[config.mk]
export PLATFORM = sky130hd
export DESIGN_NAME = instr_fetch
export DESIGN_NICKNAME = d
export VERILOG_FILES = /design/src/rtl/instr_fetch.sv
export SDC_FILE = /design/constraint.sdc
export NUM_CORES = 1
export LEC_CHECK = 0
export CAP_MARGIN = 10
export CORE_ASPECT_RATIO = 1.5
export CORE_MARGIN = 2
export CORE_UTILIZATION = 40
export CTS_BUF_LIST = sky130_fd_sc_hd__clkbuf_4 sky130_fd_sc_hd__clkbuf_8
export DETAILED_ROUTE_END_ITERATION = 10
export HOLD_SLACK_MARGIN = 0.12
export PLACE_DENSITY = 0.75
export SYNTH_ARGS = -nofsm -noshare
export SYNTH_HDL_FRONTEND = slang
export SYNTH_SLANG_ARGS = --single-unit
[constraint.sdc]
create_clock -name clk_i -period 7 [get_ports clk_i]
set_input_delay 1.4 -clock clk_i [delete_from_list [all_inputs] [get_ports clk_i]]
set_output_delay 1.4 -clock clk_i [all_outputs]
set_load 0.01 [all_outputs]
[src/rtl/instr_fetch.sv]
// -----------------------------------------------------------------------------
// instr_fetch
//   Instruction-fetch stage. Owns the PC, presents it to a combinational
//   instruction memory and captures the returned word into the IF/ID register.
//   A three-state FSM (BOOT / RUN / HALT) sequences start-up after reset and
//   parks fetch when the PC leaves the instruction memory.
//
// Parameters
//   RESET_PC   first fetch byte address after reset
//   MEM_WORDS  instruction memory depth in 32-bit words
//
// Ports
//   clk_i          clock, all state updates on the rising edge
//   rst_i          asynchronous active-high reset
//   stall_i        hazard stall from ID: hold PC and IF/ID
//   redirect_i     branch/jump taken: load PC from redirect_pc_i
//   redirect_pc_i  redirect target byte address (low two bits ignored)
//   instr_i        memory word for pc_addr_o (combinational return)
//   pc_addr_o      fetch byte address, equals the PC register
//   instr_o        IF/ID instruction
//   pc_plus4_o     IF/ID fetch address + 4
//   valid_o        IF/ID holds a real instruction
//   halted_o       fetch is parked on an out-of-range PC
//
// Optional feature (macro INSTR_FETCH_PERF_CNT_EN)
//   fetch_cnt_o    saturating count of valid IF/ID loads
//   bubble_cnt_o   saturating count of RUN/HALT cycles ending with valid_o=0,
//                  stall hold cycles excluded
//
// Handshake: there is no valid/ready pair on the memory side; instr_i is
// assumed valid in the same cycle pc_addr_o is presented. valid_o qualifies
// instr_o/pc_plus4_o toward ID, and ID back-pressures with stall_i only.
// -----------------------------------------------------------------------------
module instr_fetch #(
  parameter logic [31:0] RESET_PC  = 32'h0000_0000,
  parameter int          MEM_WORDS = 1024
) (
  input  logic        clk_i,
  input  logic        rst_i,
  input  logic        stall_i,
  input  logic        redirect_i,
  input  logic [31:0] redirect_pc_i,
  input  logic [31:0] instr_i,
  output logic [31:0] pc_addr_o,
  output logic [31:0] instr_o,
  output logic [31:0] pc_plus4_o,
  output logic        valid_o,
  output logic        halted_o
`ifdef INSTR_FETCH_PERF_CNT_EN
  ,
  output logic [31:0] fetch_cnt_o,
  output logic [31:0] bubble_cnt_o
`endif
);

  localparam logic [1:0] ST_BOOT = 2'd0;
  localparam logic [1:0] ST_RUN  = 2'd1;
  localparam logic [1:0] ST_HALT = 2'd2;

  // One bit wider than the PC so a full 4 GiB memory still compares correctly.
  localparam logic [32:0] PC_LIMIT = 33'(MEM_WORDS) * 33'd4;

  logic [1:0]  state_q, state_d;
  logic [31:0] pc_q, pc_d;
  logic [31:0] instr_q, instr_d;
  logic [31:0] pc4_q, pc4_d;
  logic        valid_q, valid_d;

  logic [31:0] redirect_target;
  logic [31:0] pc_plus4;
  logic        pc_in_range;
  logic        target_in_range;

  // The two low target bits are dropped by word alignment.
  logic        unused_redirect_lsbs;
  assign unused_redirect_lsbs = ^redirect_pc_i[1:0];

  assign redirect_target = {redirect_pc_i[31:2], 2'b00};
  assign pc_plus4        = pc_q + 32'd4;  // wraps modulo 2^32
  assign pc_in_range     = ({1'b0, pc_q} < PC_LIMIT);
  assign target_in_range = ({1'b0, redirect_target} < PC_LIMIT);

  // ---------------------------------------------------------------------------
  // Next-state logic
  //   Priority in RUN: redirect > out-of-range halt > stall > sequential fetch.
  //   pc_plus4_o is only written by a real fetch, so bubbles and halts leave
  //   the last link address in place.
  // ---------------------------------------------------------------------------
  always_comb begin
    state_d = state_q;
    pc_d    = pc_q;
    instr_d = instr_q;
    pc4_d   = pc4_q;
    valid_d = valid_q;

    case (state_q)
      ST_BOOT: begin
        // Single settling cycle: IF/ID is never loaded here, but a redirect
        // already steers the first fetch.
        state_d = ST_RUN;
        if (redirect_i) begin
          pc_d = redirect_target;
        end
      end

      ST_RUN: begin
        if (redirect_i) begin
          pc_d    = redirect_target;
          instr_d = 32'd0;
          valid_d = 1'b0;
        end else if (!pc_in_range) begin
          state_d = ST_HALT;
          instr_d = 32'd0;
          valid_d = 1'b0;
        end else if (stall_i) begin
          // hold everything
        end else begin
          instr_d = instr_i;
          pc4_d   = pc_plus4;
          valid_d = 1'b1;
          pc_d    = pc_plus4;
        end
      end

      ST_HALT: begin
        // Stall is meaningless while parked; only a redirect moves the PC.
        instr_d = 32'd0;
        valid_d = 1'b0;
        if (redirect_i) begin
          pc_d    = redirect_target;
          state_d = target_in_range ? ST_RUN : ST_HALT;
        end
      end

      default: begin
        state_d = ST_BOOT;
        pc_d    = RESET_PC;
        instr_d = 32'd0;
        valid_d = 1'b0;
      end
    endcase
  end

  always_ff @(posedge clk_i or posedge rst_i) begin
    if (rst_i) begin
      state_q <= ST_BOOT;
      pc_q    <= RESET_PC;
      instr_q <= 32'd0;
      pc4_q   <= 32'd0;
      valid_q <= 1'b0;
    end else begin
      state_q <= state_d;
      pc_q    <= pc_d;
      instr_q <= instr_d;
      pc4_q   <= pc4_d;
      valid_q <= valid_d;
    end
  end

  // pc_addr_o depends on the PC flop only, never on instr_i.
  assign pc_addr_o  = pc_q;
  assign instr_o    = instr_q;
  assign pc_plus4_o = pc4_q;
  assign valid_o    = valid_q;
  assign halted_o   = (state_q == ST_HALT);

`ifdef INSTR_FETCH_PERF_CNT_EN
  // ---------------------------------------------------------------------------
  // Performance counters
  // ---------------------------------------------------------------------------
  logic [31:0] fetch_cnt_q, fetch_cnt_d;
  logic [31:0] bubble_cnt_q, bubble_cnt_d;
  logic        fetch_evt;
  logic        stall_hold;
  logic        bubble_evt;

  always_comb begin
    fetch_evt  = (state_q == ST_RUN) && !redirect_i && pc_in_range && !stall_i;
    // A stall hold keeps whatever valid_o was, so it is neither a fetch nor a
    // new bubble.
    stall_hold = (state_q == ST_RUN) && !redirect_i && pc_in_range && stall_i;
    bubble_evt = ((state_q == ST_RUN) || (state_q == ST_HALT)) &&
                 !stall_hold && !valid_d;

    fetch_cnt_d  = fetch_cnt_q;
    bubble_cnt_d = bubble_cnt_q;
    if (fetch_evt && (fetch_cnt_q != 32'hFFFF_FFFF)) begin
      fetch_cnt_d = fetch_cnt_q + 32'd1;
    end
    if (bubble_evt && (bubble_cnt_q != 32'hFFFF_FFFF)) begin
      bubble_cnt_d = bubble_cnt_q + 32'd1;
    end
  end

  always_ff @(posedge clk_i or posedge rst_i) begin
    if (rst_i) begin
      fetch_cnt_q  <= 32'd0;
      bubble_cnt_q <= 32'd0;
    end else begin
      fetch_cnt_q  <= fetch_cnt_d;
      bubble_cnt_q <= bubble_cnt_d;
    end
  end

  assign fetch_cnt_o  = fetch_cnt_q;
  assign bubble_cnt_o = bubble_cnt_q;
`endif

endmodule
==> summary.md <==
| Metric | Value |
|---|---|
| Met2 Usage GRT | 35.9% |
| Gate power share | between 30% and 40% |
| Post-synth cell types | 48 |
| Finished Layout Cells | roughly 660 |
| Pin count of the biggest net entering global routing | 72 |
| Largest cells by area after synthesis | dfrtp_1 56%, a22o_1 6.5%, o211ai_1 3.4% |
| Max_cap viols | 0 |
| Detailed-router iteration count before antenna repair | 4 |
| Fin crit period | a little under 4 ns |
| Mean post-synth cell area | around 11 um^2 |
| YS warnings | 0 |
| Slew HR | between 30% and 40% |
| Share of layout cells above drive strength 1 | 7.29% |
| Worst-margin pin slew | ~0.94 ns |
| Vias in the first global route | about 3,700 |
| DR vias/cell | 5.44 |
| CTS hold repair buffers | 0 |
| PortBufs | approximately 160 |
| DRC viols | 0 |
| #FFs+latches synth | 95 |
| Part of the power in registers | 44.6% |
| Hold WC Path Type | register to register |
| Sequential-to-total area share from yosys stat | between 50% and 60% |
| Cts bufs inserted | 9 |
| Via count | about 3,600 |
| Gate Count Post-Synth | ~370 |
| Worst-path maximum fanout | 47 |
| Drt first-iter violations | 141 |
| Max rail drop VDD | between 150 and 200 uV |
| Clk_lat worst skew | around 0.36 ns |
| Placer congestion estimate | between 0.8 and 0.9 |
| Gr busiest metal | met2 |
| Setup TNS | 0 ns |
| Die X | roughly 90 um |
| Switch Pwr | around 610 uW |
| Tcrit/Tclk final | between 50% and 60% |
| Die area | about 0.011 mm^2 |
| First-pass GRT wire length | approximately 18 mm |
| # rows | 45 |
| Core area | ~0.010 mm^2 |
| CTS tree | done |
| WS Path Type | input pin to register |
| Synth async-reset ratio | 100% |
| Die Span Y | approximately 130 um |
| Setup Skew | around 0.012 ns |
| H-tree depth | 3 |
| Area grow syn2layout | 44.7% |
| Leakage power | approximately 2.6 nW |
| EDFF count, synth | 0 |
| Clock Power Share | around a fifth |
| Critical Path AT | ~4.2 ns |
| Unrepaired setup endpoints after global routing | false |
| Clock transition at path regs | approximately 0.08 ns |
| Met1 Use GR | about a quarter |
| Worst setup EP type | register |
| Gr usage total | a little over a fifth |
| CP required | 7.28 ns |
| Status | complete, no violations |
| Post-Route WL | approximately 12 mm |
| Post-route ant nets | 0 |
| IO Count | between 150 and 200 |
| Starting density of the core | between 40% and 50% |
| Post-CTS Setup Inserts | 0 |
| Setup Viol. Count Final | 0 |
| Final hold violation count | 0 |
| P_int | approximately 1.1 mW |
| Post-CTS sizing | 0 |
| Startpoint types | input pin |
| Clock Tree Buf Depth | 2 |
| Sink Count | 95 |
| Number of diodes | 0 |
| Met3 Use GR | ~6.8% |
| Clock root buffer | clkbuf_8 |
| Sw Share | 35.9% |
| Detailed Place HPWL | 8.31 mm |
| Placed cell count | 645 |
| Power Density | about 280 mW/mm^2 |
| Overflow left after global routing | 0 |
| Yosys top cell area share | a little under three fifths |
| Leading area contributor after synthesis | dfrtp_1 |
| Routed WL per cell | between 15 and 20 um |
| Synth Cell Area | approximately 0.0042 mm^2 |
| Max-slew violations | 0 |
| Synth Flop Type | dfrtp_1 |
| Initial antenna violation count | 0 |
| Fmax | between 0.2 and 0.3 GHz |
| Nets@finish | about 590 |
-- path summary, 6_finish.rpt --
path | slack, ns | end | depth (start not counted) | start
setup / recovery | 3.08 | pc_plus4_o[2]$_DFFE_PP0P_ | 5 | redirect_i
hold / removal | 0.49 | pc_plus4_o[3]$_DFFE_PP0P_ | 1 | pc_plus4_o[3]$_DFFE_PP0P_
setup reg to reg | 3.90 | pc_addr_o[3]$_DFFE_PP0P_ | 4 | pc_addr_o[12]$_DFFE_PP0P_
hold reg to reg | 0.49 | pc_plus4_o[3]$_DFFE_PP0P_ | 1 | pc_plus4_o[3]$_DFFE_PP0P_
max in group asynchronous | 4.45 | pc_addr_o[31]$_DFFE_PP0P_ | 3 | rst_i
min in group asynchronous | 1.35 | instr_o[20]$_DFFE_PP0P_ | 2 | rst_i
-- per-stage QoR --
step,hold WS (ns),power [mW],setup WS (ns),util (%),cell area (um^2)
final,0.490,1.71,3.08,59.7,6090
after global routing,0.513,1.81,2.85,59.7,6090
after CTS,0.490,1.71,3.06,59.4,6060
after detailed placement,0.470,1.34,2.67,57.5,5860
after global placement,0.461,1.32,2.74,57.5,5860
after floorplan,0.518,1.07,3.12,-,4220
-- power groups by stage --
| stage | clock [mW] | combinational, mW | sequential (mW) |
|---|---|---|---|
| after global placement | 0 | 0.554 | 0.765 |
| after detailed placement | 0 | 0.568 | 0.770 |
| final | 0.362 | 0.586 | 0.763 |
| after global routing | 0.400 | 0.634 | 0.776 |
| after floorplan | 0 | 0.314 | 0.751 |
| after CTS | 0.373 | 0.573 | 0.761 |
-- worst max-delay path, cell delays in order --
cell             delay [ns]
clkdlybuf4s50_1        0.53
or3b_1                 0.66
nor4_4                 0.79
buf_4                  0.55
mux2i_1                0.24
-- synthesized netlist by cell type, drive strengths merged, types with 2 or more instances --
library cell,instances
nor4,17
nand2,38
nor3,6
o21a,2
o311ai,2
clkbuf,17
nor2b,19
o21ai,23
mux2,14
nand3b,3
a32o,2
a21oi,7
dfrtp,95
inv,8
a22oi,2
o221ai,7
nor2,8
a22o,31
xor2,6
buf,15
xnor2,2
nand3,8
o211ai,19
-- per-layer routing --
| metal | up-vias | part of all wire, % |
|---|---|---|
| li1 | 1652 | - |
| met1 | 1770 | 39 |
| met2 | 156 | 51 |
| met3 | 23 | 7.9 |
| met4 | 0 | 2.5 |
| met5 | - | 0 |
-- cells in the final DEF (no fill, tap or decap), types with 8 or more instances in the layout --
cell and instances:
dfrtp_1 95, nor2b_1 19, nor4_1 11, nor2_1 8, o211ai_1 19, o21ai_0 22, nand2_1 37, nand3_1 8
a22o_1 31, mux2_1 9, clkdlybuf4s50_1 159, clkbuf_8 10
-- flip-flops by register name, indices dropped and copies added (netlist names) --
name and count:
valid_o 1, pc_plus4_o 30, instr_o 32, pc_addr_o 30, state_q 2
-- kinds of logic after synthesis --
family          share of synthesized area [%]
simple gates                             14.1
compound gates                           18.6
flops                                    56.5
buf+inv                                  4.73
mux                                      3.98
xor+xnor                                 1.67
fa+ha+maj                               0.297
other cells                            0.0891
-- final cells by class --
class,instances,area [um^2]
fill,880,4100
inverter,8,32.5
sequential,95,2380
multi-input combinational,237,1650
timing repair buffer,166,1660
tap,141,176
clock inverter,5,57.6
clock buffer,10,138
Note: power is estimated with default switching activity, not from simulation.
